File: src/rtl/pipe_hazard_ctrl_pkg.sv
// Shared types and defaults for the pipeline hazard/forwarding controller.
// Scoreboard entries carry register indices up to SB_WR_W bits wide; REG_AW must not exceed it.
package pipe_hazard_ctrl_pkg;

   localparam int REG_AW_DEF     = 5;
   localparam int DEPTH_DEF      = 3;
   localparam int LOAD_STAGE_DEF = 2;
   localparam int SB_WR_W        = 8;
   localparam int FWD_RF         = 0;

   typedef struct packed {
      logic               valid;
      logic               we;
      logic [SB_WR_W-1:0] wr;
      logic               is_load;
   } sb_entry_t;

endpackage

File: src/rtl/pipe_hazard_ctrl_fwd_pick.sv
// Combinational priority finder: the youngest scoreboard stage writing i_rs wins,
// and a hazard is flagged when that winner is a load not yet forwardable.
module hazard_fwd_pick
   import pipe_hazard_ctrl_pkg::*;
#(
   parameter int DEPTH      = DEPTH_DEF,
   parameter int LOAD_STAGE = LOAD_STAGE_DEF,
   parameter int FWD_W      = $clog2(DEPTH + 1)
) (
   input  logic                    i_used,
   input  logic [SB_WR_W-1:0]      i_rs,
   input  sb_entry_t [DEPTH-1:0]   i_sb,
   output logic [FWD_W-1:0]        o_sel,
   output logic                    o_hazard
);

   always_comb begin
      o_sel    = FWD_W'(FWD_RF);
      o_hazard = 1'b0;
      if (i_used && (i_rs != '0)) begin
         // Walk oldest to youngest so a younger match overrides any older one.
         for (int k = DEPTH; k >= 1; k--) begin
            if (i_sb[k-1].valid && i_sb[k-1].we && (i_sb[k-1].wr == i_rs)) begin
               o_sel    = FWD_W'(k);
               o_hazard = i_sb[k-1].is_load && (k < LOAD_STAGE);
            end
         end
      end
   end

endmodule

File: src/rtl/pipe_hazard_ctrl.sv
// Hazard and forwarding controller: scoreboard of in-flight writers from EX to WB.
// Optional performance counters are built when HAZARD_PERF_EN is defined.
module pipe_hazard_ctrl
   import pipe_hazard_ctrl_pkg::*;
#(
   parameter int REG_AW     = REG_AW_DEF,
   parameter int DEPTH      = DEPTH_DEF,
   parameter int LOAD_STAGE = LOAD_STAGE_DEF,
   parameter int CNT_W      = 32,
   localparam int FWD_W     = $clog2(DEPTH + 1)
) (
   input  logic              cpu_clk,
   input  logic              cpu_rst,
   input  logic              id_valid,
   input  logic [REG_AW-1:0] id_rs1,
   input  logic [REG_AW-1:0] id_rs2,
   input  logic              id_rs1_used,
   input  logic              id_rs2_used,
   input  logic              id_we,
   input  logic [REG_AW-1:0] id_wr,
   input  logic              id_is_load,
   input  logic              ex_redirect,
   output logic              stall_if,
   output logic              flush_ifid,
   output logic              flush_idex,
   output logic [FWD_W-1:0]  fwd_sel1,
   output logic [FWD_W-1:0]  fwd_sel2,
`ifdef HAZARD_PERF_EN
   output logic [CNT_W-1:0]  stall_cnt,
   output logic [CNT_W-1:0]  flush_cnt,
`endif
   output logic [DEPTH-1:0]  pipe_valid
);

   sb_entry_t [DEPTH-1:0] r_sb;
   sb_entry_t             w_new;
   logic [FWD_W-1:0]      w_sel1;
   logic [FWD_W-1:0]      w_sel2;
   logic                  w_haz1;
   logic                  w_haz2;
   logic                  w_stall;

   hazard_fwd_pick #(
      .DEPTH      (DEPTH),
      .LOAD_STAGE (LOAD_STAGE),
      .FWD_W      (FWD_W)
   ) u_pick_rs1 (
      .i_used   (id_rs1_used),
      .i_rs     (SB_WR_W'(id_rs1)),
      .i_sb     (r_sb),
      .o_sel    (w_sel1),
      .o_hazard (w_haz1)
   );

   hazard_fwd_pick #(
      .DEPTH      (DEPTH),
      .LOAD_STAGE (LOAD_STAGE),
      .FWD_W      (FWD_W)
   ) u_pick_rs2 (
      .i_used   (id_rs2_used),
      .i_rs     (SB_WR_W'(id_rs2)),
      .i_sb     (r_sb),
      .o_sel    (w_sel2),
      .o_hazard (w_haz2)
   );

   // A redirect squashes the wrong-path ID instruction, so it never stalls.
   assign w_stall    = id_valid && (w_haz1 || w_haz2) && !ex_redirect && !cpu_rst;
   assign stall_if   = w_stall;
   assign flush_ifid = ex_redirect && !cpu_rst;
   assign flush_idex = w_stall || flush_ifid;
   assign fwd_sel1   = (w_stall || cpu_rst) ? FWD_W'(FWD_RF) : w_sel1;
   assign fwd_sel2   = (w_stall || cpu_rst) ? FWD_W'(FWD_RF) : w_sel2;

   always_comb begin
      w_new = '0;
      if (!w_stall && !ex_redirect) begin
         w_new.valid   = id_valid;
         w_new.we      = id_we && (id_wr != '0);
         w_new.wr      = SB_WR_W'(id_wr);
         w_new.is_load = id_is_load;
      end
   end

   always_ff @(posedge cpu_clk or posedge cpu_rst) begin
      if (cpu_rst) begin
         r_sb <= '0;
      end else begin
         r_sb[0] <= w_new;
         for (int k = 1; k < DEPTH; k++) begin
            r_sb[k] <= r_sb[k-1];
         end
      end
   end

   always_comb begin
      pipe_valid = '0;
      for (int k = 0; k < DEPTH; k++) begin
         pipe_valid[k] = r_sb[k].valid;
      end
   end

`ifdef HAZARD_PERF_EN
   logic [CNT_W-1:0] r_stall_cnt;
   logic [CNT_W-1:0] r_flush_cnt;

   always_ff @(posedge cpu_clk or posedge cpu_rst) begin
      if (cpu_rst) begin
         r_stall_cnt <= '0;
         r_flush_cnt <= '0;
      end else begin
         if (w_stall) begin
            r_stall_cnt <= r_stall_cnt + CNT_W'(1);
         end
         if (ex_redirect) begin
            r_flush_cnt <= r_flush_cnt + CNT_W'(1);
         end
      end
   end

   assign stall_cnt = r_stall_cnt;
   assign flush_cnt = r_flush_cnt;
`endif

endmodule

File: config.mk
export PLATFORM = sky130hd
export DESIGN_NAME = pipe_hazard_ctrl
export DESIGN_NICKNAME = d
export VERILOG_FILES = /design/src/rtl/pipe_hazard_ctrl_pkg.sv /design/src/rtl/pipe_hazard_ctrl_fwd_pick.sv /design/src/rtl/pipe_hazard_ctrl.sv
export SDC_FILE = /design/constraint.sdc
export NUM_CORES = 1
export LEC_CHECK = 0
export BUFFER_PORTS_ARGS = -buffer_cell sky130_fd_sc_hd__buf_4
export CAP_MARGIN = 40
export CORE_UTILIZATION = 50
export DETAILED_ROUTE_END_ITERATION = 16
export PLACE_DENSITY = 0.84
export SLEW_MARGIN = 25
export SYNTH_ARGS = -nofsm -noshare
export SYNTH_HDL_FRONTEND = slang
export SYNTH_SLANG_ARGS = --single-unit
File: constraint.sdc
create_clock -name cpu_clk -period 1.9 [get_ports cpu_clk]
set_input_delay 0.095 -clock cpu_clk [delete_from_list [all_inputs] [get_ports cpu_clk]]
set_output_delay 0.095 -clock cpu_clk [all_outputs]
set_load 0.005 [all_outputs]
# ---- Yosys cells after proc, flatten, opt, wreduce, memory -nomap -nowiden
# Index checks and enable logic that the tools add are counted.
dict set report op_classes {
  n_eq_ne 6
  n_mux 15
  reduce_logical 26
}
# op count
set op_table {}
lappend op_table {{$eq 8x5->1} 6}
lappend op_table {{$mux 2} 10}
lappend op_table {{$logic_and 1x1->1} 17}
lappend op_table {{$reduce_bool 8->1} 2}
lappend op_table {{$mux 11} 1}
lappend op_table {{$reduce_bool 5->1} 1}
lappend op_table {{$mux 1} 4}
lappend op_table {{$logic_not 1->1} 3}
lappend op_table {{$logic_or 1x1->1} 3}
dict set report word_totals {
  regBits 31
  input_bits 23
}

# ---- Logic depth before layout (Yosys ltp)
# Gate-level depths: netlist of the first run.
dict set report depth {
  ltp_word 11
  ltp_mapped 5
  ltp_nobuf 5
}

# ---- Hierarchy
# Synthesis of the first run repeated with hierarchy kept, for this count alone.
dict set report unflattened {
  hier_cells 138
  hier_area_um2 1486.4
}
# module instances cells_each area_each_um2
set modules_own_cells {}
lappend modules_own_cells {pipe_hazard_ctrl 1 50 775.7}
lappend modules_own_cells {hazard_fwd_pick 2 44 355.3}

# ---- Worst setup path after synthesis of the first run
# No wires, ideal clock.
dict set report synth_path {
  path_kind {flip-flop to output port}
  startpoint {register r_sb[3] in the netlist's numbering}
  endpoint {output port flush_idex}
  arrival_time_ns 1.660
  required_time_ns 1.805
  setup_slack_ns 0.145
  stages_incl_launch_ff 6
  cell_sequence {dfrtp_1 xor2_1 nor4_4 o2111ai_4 a211oi_4 or2_1}
}
dict set report synth_between {
  elab_chain_cells 9
}
# element line_no
set synth_rtl {}
lappend synth_rtl {{from (decl)} pipe_hazard_ctrl.sv:35} ;# sb_entry_t [DEPTH-1:0] r_sb;
lappend synth_rtl {{from (signal, indexed assignment)} pipe_hazard_ctrl.sv:91} ;# r_sb[k] <= r_sb[k-1];
lappend synth_rtl {{$eq 8x5->1} pipe_hazard_ctrl_fwd_pick.sv:23} ;# if (i_sb[k-1].valid && i_sb[k-1].we && (i_sb[k-1].wr == i_rs)) begin
lappend synth_rtl {{$logic_and 1x1->1} pipe_hazard_ctrl_fwd_pick.sv:23}
lappend synth_rtl {{$mux 1} pipe_hazard_ctrl_fwd_pick.sv:23}
lappend synth_rtl {{$mux 1} pipe_hazard_ctrl_fwd_pick.sv:20} ;# if (i_used && (i_rs != '0)) begin
lappend synth_rtl {{$logic_or 1x1->1 (*)} pipe_hazard_ctrl.sv:68} ;# assign w_stall = id_valid && (w_haz1 || w_haz2) && !ex_redirect && !cpu_rst;
lappend synth_rtl {{$logic_and 1x1->1 (*) (3 in series)} pipe_hazard_ctrl.sv:68}
lappend synth_rtl {{via stall_if} pipe_hazard_ctrl.sv:23} ;# output logic stall_if,
lappend synth_rtl {{$logic_or 1x1->1 (*)} pipe_hazard_ctrl.sv:71} ;# assign flush_idex = w_stall || flush_ifid;
lappend synth_rtl {{to (decl)} pipe_hazard_ctrl.sv:25} ;# output logic flush_idex,
# The timed path passes the listed nets; every way through them passes the cells marked *.

# ---- Final worst setup path of the first run
dict set report layout_path {
  startpoint {register r_sb[4] in the netlist's numbering}
  endpoint {output port stall_if}
}
dict set report layout_between {
  elab_chain_cells 8
}
# element line_no
set layout_rtl {}
lappend layout_rtl {{$eq 8x5->1} pipe_hazard_ctrl_fwd_pick.sv:23}
lappend layout_rtl {{$logic_and 1x1->1} pipe_hazard_ctrl_fwd_pick.sv:23}
lappend layout_rtl {{$mux 1} pipe_hazard_ctrl_fwd_pick.sv:23}
lappend layout_rtl {{$mux 1} pipe_hazard_ctrl_fwd_pick.sv:20}
lappend layout_rtl {{$logic_or 1x1->1 (*)} pipe_hazard_ctrl.sv:68}
lappend layout_rtl {{$logic_and 1x1->1 (*) (3 in series)} pipe_hazard_ctrl.sv:68}
lappend layout_rtl {{to (decl)} pipe_hazard_ctrl.sv:23}
# Mark *: on every way between the ends. The rest lies on a longest branch, timed or not.

==> metrics.txt, run 1 <==
GRT Residual Overflow 0; HP Class in2reg; status finished, violations left; clock buffer depth 2; final core occ 75.6%; die width 51.8 µm; Fillers 150; Via density 5.55; largest net degree at the start of global routing 23; Post-Place Cells 161; WS Path Type reg2out; violations in the final reports setup timing; worst-margin pin slew 0.409 ns; commonest cells after routing, fill and taps aside 38 x buf_4, 21 x dfrtp_1, 17 x xor2_1, 9 x xnor2_1, 7 x nor3b_1; number of I/O pins 33; count of different cell masters after synthesis 30; CP arrival 2.02 ns; cell leakage power 0.782 nW; Critical Path, Cell by Cell xor2_1, nor4_4, buf_4, nand3b_4, a211oi_4, buf_4, buf_6; most frequent CP cell buf_4; Hold Vio Cnt, Final 0; detailed placement HPWL 2010 µm; final worst-path cycle share 111%; Clock Sink Count 22; endpoints failing setup 6; power density over cell area 623 mW/mm²; clk root buf clkbuf_4; Initial DRT Pass Iterations 4; CP top delay family flip-flops; drt drc 0; register area share after synthesis 44.4%; total CTS buffers 3; syn nets 127; commonest non-fill, non-tap cell in the layout buf_4; final worst slack -0.215 ns; internal reg-to-reg setup slack 0.09 ns; Nets 173; crit path capture type primary output; DRT iter0 DRCs 19; Crit-path slowest cell dfrtp_1; min Tclk post-route 2.11 ns; Routed WL 2800 µm; area of the multi-input gates 716 µm²; vias in the first global route 994; overall routing resource usage 24.1%; startpoint types flip-flop; Cell Area, Synth 0.00124 mm²; final cell count without fillers 177; DR vias 983; Initial Util 54.5%; first-pass GRT wire length 4570 µm; # port buffers 32; Reg clk slew, reported paths 0.13 ns; routed wire length per instance 15.8 µm; max frequency 473 MHz; register area 552 µm²; mean post-synth cell area 11.9 µm²; die area 0.00268 mm²; Yosys reg bits 22; Die Ht 51.8 µm; CP max FO 3; Peak VDD IR 0.509 mV; Antenna Nets Post-Route 0; synth-to-layout area growth 38.7%; relative slew slack 72.4%; WHS Path Cells 2; Max Cap Violations 0; layout cells sized above 1 45.0%; largest stage delay on the critical path 0.45 ns; yosys warns 0; Slew Limit Fails 0; Buf/Inv on CP 3; Skew-Pair Late Insertion Delay 0.31 ns; clk_skew 0.00226 ns; number of stages on the worst setup path 7; number of diodes 0; Synth Instances 104; H-tree Lvls 1; worst slack at placement 0.0417 ns; CTS tree done; cell depth of the worst flop-to-flop path 7; routability cong. 0.836; initial antenna violation count 0; Core ar. 0.00228 mm²; Hold Slack 0.0313 ns; RSZ-0062 raised after global routing true; CP Data Required Time 1.80 ns; row count 17
[cell type report]
class	instances	area share [%]
Multi-Input combinational cell	77	41.6
Inverter	1	0.218
Sequential cell	22	32.1
Tap cell	28	2.04
Clock inverter	1	1.75
Timing Repair Buffer	45	21.0
Clock buffer	3	1.31
[sequential cells by signal, summed over array words and instances, names as in the netlist]
signal      count
r_sb           19
pipe_valid      3
[cells in the mapped netlist]
library cell | n | area share [%]
a2111oi_1 | 1 | 0.81
a2111oi_2 | 1 | 1.2
a211oi_1 | 2 | 1.2
a211oi_4 | 1 | 1.6
a21oi_2 | 2 | 1.4
buf_4 | 3 | 1.8
clkbuf_1 | 1 | 0.30
dfrtp_1 | 22 | 44
inv_1 | 1 | 0.30
nand2_1 | 5 | 1.5
nand2b_1 | 2 | 1.0
nand3b_1 | 1 | 0.61
nand3b_4 | 1 | 1.6
nand4_1 | 4 | 2.0
nor2_1 | 2 | 0.61
nor2b_1 | 1 | 0.50
nor3_1 | 2 | 0.81
nor3b_1 | 7 | 4.2
nor4_1 | 2 | 1.0
nor4_4 | 2 | 3.4
o2111ai_4 | 1 | 2.1
o211a_1 | 2 | 1.6
o21ai_0 | 2 | 0.81
o21ai_2 | 1 | 0.71
or2_1 | 1 | 0.50
or3_1 | 1 | 0.50
or4_1 | 2 | 1.2
or4_4 | 1 | 0.91
xnor2_1 | 10 | 7.1
xor2_1 | 20 | 14
[worst register-to-register path, cell delays in order, from the launching register on]
cell	delay, ns
dfrtp_1	0.45
xor2_1	0.19
nor4_4	0.27
buf_4	0.18
nand3b_4	0.09
a211oi_4	0.29
buf_4	0.19
nor3_1	0.05
[cell families after synthesis]
| group | synth area share [%] |
|---|---|
| simple gates | 20.5 |
| xor+xnor | 21.2 |
| flops | 44.4 |
| compound gates | 11.5 |
| buf+inv | 2.42 |
[layer usage]
layer	part of all wire, %	track usage [%]	up-vias
li1	-	-	456
met1	42	30.2	483
met2	52	42.4	39
met3	4.1	4.09	5
met4	2.0	6.76	0
met5	0	0	-
[metrics by stage]
stage / TNS [ns] / total power, W / cell area (µm²)
after floorplan: 0 / 0.000613 / 1240
after global placement: 0 / 0.000686 / 1500
after detailed placement: 0 / 0.000692 / 1500
after CTS: -1.06 / 0.00107 / 1660
after global routing: -1.91 / 0.00112 / 1720
final: -1.11 / 0.00107 / 1720
[repair_timing]
action	in CTS	in global routing
resized for setup	9	6
endpoints found under the setup margin	6	13
pin swaps	15	4
hold buffers	1	1
hold endpoints to repair	8	17
setup buffers	7	3
[report_power, final]
group | switching (W) | total, W | internal [W]
registers | 0.0000214 | 0.000514 | 0.000492
clock network | 0.000148 | 0.000361 | 0.000213
logic | 0.0000968 | 0.000197 | 0.000100
total | 0.000266 | 0.00107 | 0.000806
[final timing paths]
path | start | endpoint
max in group asynchronous | cpu_rst | r_sb[3]
min | id_is_load | r_sb[0]
min reg2reg | r_sb[9] | r_sb[20]
min in group asynchronous | cpu_rst | pipe_valid[1]
max | r_sb[4] | stall_if
max reg2reg | r_sb[4] | r_sb[9]
No activity file was read; power rests on OpenSTA's default activity.
==> run 2: changes to the inputs <==
--- a/config.mk
+++ b/config.mk
@@ -7,9 +7,10 @@
 export LEC_CHECK = 0
 export BUFFER_PORTS_ARGS = -buffer_cell sky130_fd_sc_hd__buf_4
 export CAP_MARGIN = 40
-export CORE_UTILIZATION = 50
+export CORE_ASPECT_RATIO = 2
+export CORE_UTILIZATION = 46
 export DETAILED_ROUTE_END_ITERATION = 16
-export PLACE_DENSITY = 0.84
+export PLACE_DENSITY = 0.82
 export SLEW_MARGIN = 25
 export SYNTH_ARGS = -nofsm -noshare
 export SYNTH_HDL_FRONTEND = slang
==> constraint.sdc (replaced) <==
create_clock -name cpu_clk -period 1.82 [get_ports cpu_clk]
set_input_delay 0.091 -clock cpu_clk [delete_from_list [all_inputs] [get_ports cpu_clk]]
set_output_delay 0.091 -clock cpu_clk [all_outputs]
set_load 0.005 [all_outputs]
==> run 2 against run 1 <==
Against the previous run:
- the flow still finishes with violations (setup timing)
- sequential share of layout area fell by 2.1 points
- clock power fell by 4%
- design area rose by 6.7%
- critical endpoint is now fwd_sel2[0]
==> metrics.txt, run 2 (same netlist as run 1, synthesis figures left out) <==
status finished, violations left (unchanged); violations in the final reports setup timing (unchanged); largest net degree at the start of global routing 23 (unchanged); DR vias 1051 (was 983); clock buffer depth 2 (unchanged); die width 38.7 µm (was 51.8 µm); Most flops, register r_sb (unchanged); worst-margin pin slew 0.495 ns (was 0.409 ns); register area 551 µm² (was 552 µm²); Hold Vio Cnt, Final 0 (unchanged); CTS tree done (unchanged); clk root buf clkbuf_8 (was clkbuf_4); WS Path Type reg2out (unchanged); routed wire length per instance 18.8 µm (was 15.8 µm); HP Class in2reg (unchanged); crit path capture type primary output (unchanged); CP startpoint r_sb[4] (unchanged); overall routing resource usage 23.6% (was 24.1%); power density over cell area 608 mW/mm² (was 623 mW/mm²); CP arrival 2.01 ns (was 2.02 ns); vias in the first global route 1029 (was 994); Initial Util 48.9% (was 54.5%); die area 0.00292 mm² (was 0.00268 mm²); Placed Area 0.00153 mm² (was 0.00150 mm²); Antenna Nets Post-Route 0 (unchanged); row count 26 (was 17); number of I/O pins 33 (unchanged); largest stage delay on the critical path 0.43 ns (was 0.45 ns); final worst-path cycle share 115%; Routed WL 3450 µm (was 2800 µm); commonest cells after routing, fill and taps aside 48 x buf_4, 22 x dfrtp_1, 17 x xor2_1, 10 x xnor2_1, 5 x nor3b_2 (was 38 x buf_4, 21 x dfrtp_1, 17 x xor2_1, 9 x xnor2_1, 7 x nor3b_1); area of the multi-input gates 779 µm² (was 716 µm²); number of diodes 0 (unchanged); Slew Limit Fails 0 (unchanged); Via density 5.71 (was 5.55); Fillers 172 (was 150); relative slew slack 66.6% (was 72.4%); startpoint types flip-flop (unchanged); Nets 180 (was 173); H-tree Lvls 1 (unchanged); min Tclk post-route 2.10 ns; initial antenna violation count 0 (unchanged); final cell count without fillers 184 (was 177); layout cells sized above 1 53.2% (was 45.0%); Hold Slack 0.0843 ns (was 0.0313 ns); synth-to-layout area growth 48.0% (was 38.7%); Die Ht 75.4 µm (was 51.8 µm); Core ar. 0.00254 mm² (was 0.00228 mm²); detailed placement HPWL 2380 µm (was 2010 µm); Reg clk slew, reported paths 0.08 ns (was 0.13 ns); total CTS buffers 3 (unchanged); Initial DRT Pass Iterations 4 (unchanged); first-pass GRT wire length 4640 µm (was 4570 µm); final core occ 72.3% (was 75.6%); CP Data Required Time 1.73 ns (was 1.80 ns); final worst slack -0.279 ns (was -0.215 ns); max frequency 477 MHz; setup TNS -2.57 ns (was -1.11 ns); Post-Place Cells 166 (was 161); Skew-Pair Late Insertion Delay 0.26 ns (was 0.31 ns); commonest non-fill, non-tap cell in the layout buf_4 (unchanged); DRT iter0 DRCs 24 (was 19); Max Cap Violations 0 (unchanged); Peak VDD IR 0.517 mV (was 0.509 mV); Critical Path, Cell by Cell buf_4, xor2_2, nor4_4, buf_4, nand2_4, a2111oi_4, buf_4 (was xor2_1, nor4_4, buf_4, nand3b_4, a211oi_4, buf_4, buf_6); # port buffers 32 (unchanged); HP Start id_valid (was id_is_load); RR Startpoint r_sb[4] (unchanged); clk_skew 0.00139 ns (was 0.00226 ns); most frequent CP cell buf_4 (unchanged); Crit-path slowest cell dfrtp_1 (unchanged); drt drc 0 (unchanged); endpoints failing setup 14 (was 6); CP max FO 3 (unchanged); GRT Residual Overflow 0 (unchanged); cell leakage power 0.858 nW (was 0.782 nW); max reg flops 19 (unchanged); routability cong. 0.862 (was 0.836); Clock Sink Count 22 (unchanged); RSZ-0062 raised after global routing true (unchanged); final instance area 0.00184 mm² (was 0.00172 mm²)
[run 2: metal layers]
layer	vias to the layer above	track usage [%]	part of all wire, %
met1	520	22.0	32
met4	0	11.9	3.7
met3	13	3.50	3.5
met5	-	0	0
met2	44	45.6	60
li1	474	-	-
[run 2: worst paths after layout]
path | end | slack, ns | cells after the start
setup / recovery | fwd_sel2[0] | -0.28 | 7
hold / removal | pipe_valid[0] | 0.08 | 2
setup reg to reg | r_sb[2] | -0.14 | 8
hold reg to reg | r_sb[20] | 0.38 | 0
max in group asynchronous | r_sb[23] | 1.06 | 4
min in group asynchronous | pipe_valid[0] | 0.36 | 3
[run 2: stage by stage]
stage	total power, W	setup slack [ns]
floorplan	0.000640	0.0691
global placement	0.000727	0.0168
detailed placement	0.000735	-0.0492
CTS	0.00109	-0.280
global route	0.00116	-0.377
finish	0.00112	-0.279
[run 2: worst max-delay path: cells and delay by family, from the launching register on]
| kind | cells | cell delay, ns |
|---|---|---|
| AO/OA/AOI/OAI | 1 | 0.31 |
| buffers and inverters | 3 | 0.53 |
| flip-flops | 1 | 0.43 |
| AND/OR/NAND/NOR | 2 | 0.30 |
| XOR/XNOR | 1 | 0.19 |
[run 2: area by class of cell]
cell class | instances | area share (%)
sequential | 22 | 30.0
tap | 28 | 1.91
multi-input combinational | 77 | 42.5
clock buffer | 4 | 3.00
inverter | 1 | 0.204
timing repair buffer | 52 | 22.4
[run 2: where the power goes]
group          switching [W]  leakage (nW)  total, W  internal, W
Combinational       0.000115         0.545  0.000231     0.000116
Clock               0.000155        0.0288  0.000348     0.000193
Sequential         0.0000226         0.284  0.000536     0.000514
[run 2: timing repair]
action | 4_1_cts | 5_1_grt
pin swaps | 12 | 13
buffers inserted | 6 | 6
resized for setup | 8 | 16
endpoints found under the setup margin | 14 | 14
hold endpoints to repair | 0 | 3
hold buffers | 0 | 1
==> run 3: changes to the inputs <==
--- a/config.mk
+++ b/config.mk
@@ -8,10 +8,12 @@
 export BUFFER_PORTS_ARGS = -buffer_cell sky130_fd_sc_hd__buf_4
 export CAP_MARGIN = 40
 export CORE_ASPECT_RATIO = 2
-export CORE_UTILIZATION = 46
+export CORE_UTILIZATION = 48
+export CTS_CLUSTER_SIZE = 10
 export DETAILED_ROUTE_END_ITERATION = 16
-export PLACE_DENSITY = 0.82
+export PLACE_DENSITY = 0.83
 export SLEW_MARGIN = 25
 export SYNTH_ARGS = -nofsm -noshare
 export SYNTH_HDL_FRONTEND = slang
+export SYNTH_HIERARCHICAL = 1
 export SYNTH_SLANG_ARGS = --single-unit
==> run 3 against run 2 <==
Against the previous run:
- the flow still finishes with violations (setup timing)
- sequential share of layout area down 2.9 points
- clock power grew 31%
- register-to-register slack better by 0.03 ns
- wire length rose by 5.0%
- worst setup slack worse by 0.016 ns
- cell count rose by 36%
- synthesized area increased by 16%
- core utilization increased by 0.35 points
- global-route usage is 0.93 points higher
- via count rose by 18%
- synthesized cell count is 31% higher
- critical endpoint is now fwd_sel1[1]
- largest cell class unchanged
==> metrics.txt, run 3 <==
status finished, violations left (unchanged); violations in the final reports setup timing (unchanged); Hold Vio Cnt, Final 0 (unchanged); CTS tree done (unchanged); DR vias 1235 (was 1051); Max Cap Violations 0 (unchanged); GRT Residual Overflow 0 (unchanged); min Tclk post-route 2.11 ns (was 2.10 ns); clk root buf clkbuf_8 (unchanged); Buf/Inv on CP 1 (was 3); largest stage delay on the critical path 0.42 ns (was 0.43 ns); Placed Area 0.00187 mm² (was 0.00153 mm²); H-tree Lvls 1 (unchanged); WS Path Type reg2out (unchanged); number of diodes 0 (unchanged); final instance area 0.00204 mm² (was 0.00184 mm²); cell leakage power 0.993 nW (was 0.858 nW); detailed placement HPWL 2770 µm (was 2380 µm); initial antenna violation count 0 (unchanged); routed wire length per instance 14.4 µm (was 18.8 µm); Via density 4.92 (was 5.71); synth-to-layout area growth 41.9% (was 48.0%); max frequency 473 MHz (was 477 MHz); FF-to-FF End r_sb[1] (was r_sb[2]); overall routing resource usage 24.5% (was 23.6%); first-pass GRT wire length 5250 µm (was 4640 µm); CP max FO 4 (was 3); DRT iter0 DRCs 19 (was 24); Most flops, register r_sb (unchanged); Die Ht 79.4 µm (was 75.4 µm); clk_skew 0.00166 ns (was 0.00139 ns); Initial DRT Pass Iterations 4 (unchanged); register area 552 µm² (was 551 µm²); Synth Instances 136 (was 104); number of I/O pins 33 (unchanged); Peak VDD IR 0.547 mV (was 0.517 mV); CP top delay family simple AND/OR/NAND/NOR gates (was buffers and inverters); final worst-path cycle share 116% (was 115%); Clock Sink Count 22 (unchanged); routability cong. 0.844 (was 0.862); startpoint types flip-flop (unchanged); CP Data Required Time 1.73 ns (about the same); crit path capture fwd_sel1[1] (was fwd_sel2[0]); die area 0.00323 mm² (was 0.00292 mm²); Skew-Pair Late Insertion Delay 0.26 ns (about the same); HP Class in2reg (unchanged); Reg clk slew, reported paths 0.08 ns (about the same); area of the multi-input gates 0.00104 mm² (was 779 µm²); commonest non-fill, non-tap cell in the layout buf_4 (unchanged); Fillers 191 (was 172); endpoints failing setup 13 (was 14); setup TNS -2.00 ns (was -2.57 ns); number of stages on the worst setup path 8 (was 7); drt drc 0 (unchanged); final core occ 72.7% (was 72.3%); CP startpoint r_sb[1] (was r_sb[4]); Core ar. 0.00280 mm² (was 0.00254 mm²); largest net degree at the start of global routing 23 (unchanged); clock buffer depth 2 (unchanged); Cell Area, Synth 0.00144 mm² (was 0.00124 mm²); final worst slack -0.295 ns (was -0.279 ns); commonest cells after routing, fill and taps aside 43 x buf_4, 42 x conb_1, 26 x xnor2_1, 21 x dfrtp_1, 20 x xor2_1 (was 48 x buf_4, 22 x dfrtp_1, 17 x xor2_1, 10 x xnor2_1, 5 x nor3b_2); RSZ-0062 raised after global routing true (unchanged); yosys warns 6 (was 0); layout cells sized above 1 28.4% (was 53.2%); Slew Limit Fails 0 (unchanged); total CTS buffers 3 (unchanged); Routed WL 3620 µm (was 3450 µm); max reg flops 19 (unchanged); cell depth of the worst flop-to-flop path 9 (was 8); row count 27 (was 26); # port buffers 32 (unchanged); power density over cell area 609 mW/mm² (was 608 mW/mm²); Critical Path, Cell by Cell xnor2_1, nand4_1, nor3_2, and4_1, nor2_2, o21a_1, and2_1, buf_4 (was buf_4, xor2_2, nor4_4, buf_4, nand2_4, a2111oi_4, buf_4); vias in the first global route 1266 (was 1029); RR Startpoint r_sb[5] (was r_sb[4]); Crit-path slowest cell dfrtp_1 (unchanged); mean post-synth cell area 10.6 µm² (was 11.9 µm²); Nets 246 (was 180); Overall Power 0.00124 W (was 0.00112 W); crit path capture type primary output (unchanged); CP arrival 2.02 ns (was 2.01 ns); die width 40.7 µm (was 38.7 µm); internal reg-to-reg setup slack -0.11 ns (was -0.14 ns); Antenna Nets Post-Route 0 (unchanged); Initial Util 51.2% (was 48.9%)
[run 3: worst reg2reg max path, cell delays in order (launching register included)]
cell,delay [ns]
dfrtp_2,0.44
xnor2_1,0.14
nand4_1,0.16
nor3_2,0.19
and4_1,0.26
buf_4,0.12
buf_4,0.10
o21ba_4,0.16
a21oi_4,0.07
and2_2,0.19
[run 3: what timing repair did]
item	CTS	global route
endpoints found under the hold margin	22	0
buffers inserted	5	3
endpoints found under the setup margin	6	13
resized for setup	1	5
pin swaps	5	3
hold buffers	1	0
gates cloned	0	0
[run 3: final cells by class]
cell class,instances,share of cell area (%)
Multi-Input combinational cell,151,51.1
Sequential cell,22,27.1
Timing Repair Buffer,44,16.3
Inverter,1,0.184
Tap cell,29,1.78
Clock inverter,1,1.47
Clock buffer,3,2.03
[run 3: power by group]
part           leakage [nW]  internal, W  total [W]  switching [W]
logic                 0.675     0.000122   0.000248       0.000127
clock network        0.0357     0.000294   0.000455       0.000161
registers             0.282     0.000514   0.000539      0.0000255
total                 0.993     0.000929    0.00124       0.000313
[run 3: stage by stage]
step	std cells	setup WS (ns)	hold slack [ns]
6_report	251	-0.295	0.0341
3_3_place_gp	238	0.0663	0.188
2_1_floorplan	177	0.196	0.0888
5_1_grt	251	-0.395	0.0379
3_5_place_dp	238	0.000181	0.206
4_1_cts	248	-0.213	0.0326
[run 3: worst min-delay path by stage]
stage,startpoint,to,slack [ns],cells after the start
global route,id_is_load,r_sb[0],0.04,2
finish,id_is_load,r_sb[0],0.03,2
global placement,cpu_rst,pipe_valid[2],0.19,3
floorplan,cpu_rst,pipe_valid[0],0.09,1
CTS,id_is_load,r_sb[0],0.03,2
detailed placement,cpu_rst,pipe_valid[1],0.21,3
[run 3: metal layers]
| metal | routed length, µm | share of wire [%] | GRT usage [%] |
|---|---|---|---|
| met5 | 0 | 0 | 0 |
| met4 | 112 | 3.1 | 11.7 |
| met3 | 128 | 3.5 | 2.51 |
| met2 | 2180 | 60 | 46.5 |
| met1 | 1200 | 33 | 22.4 |
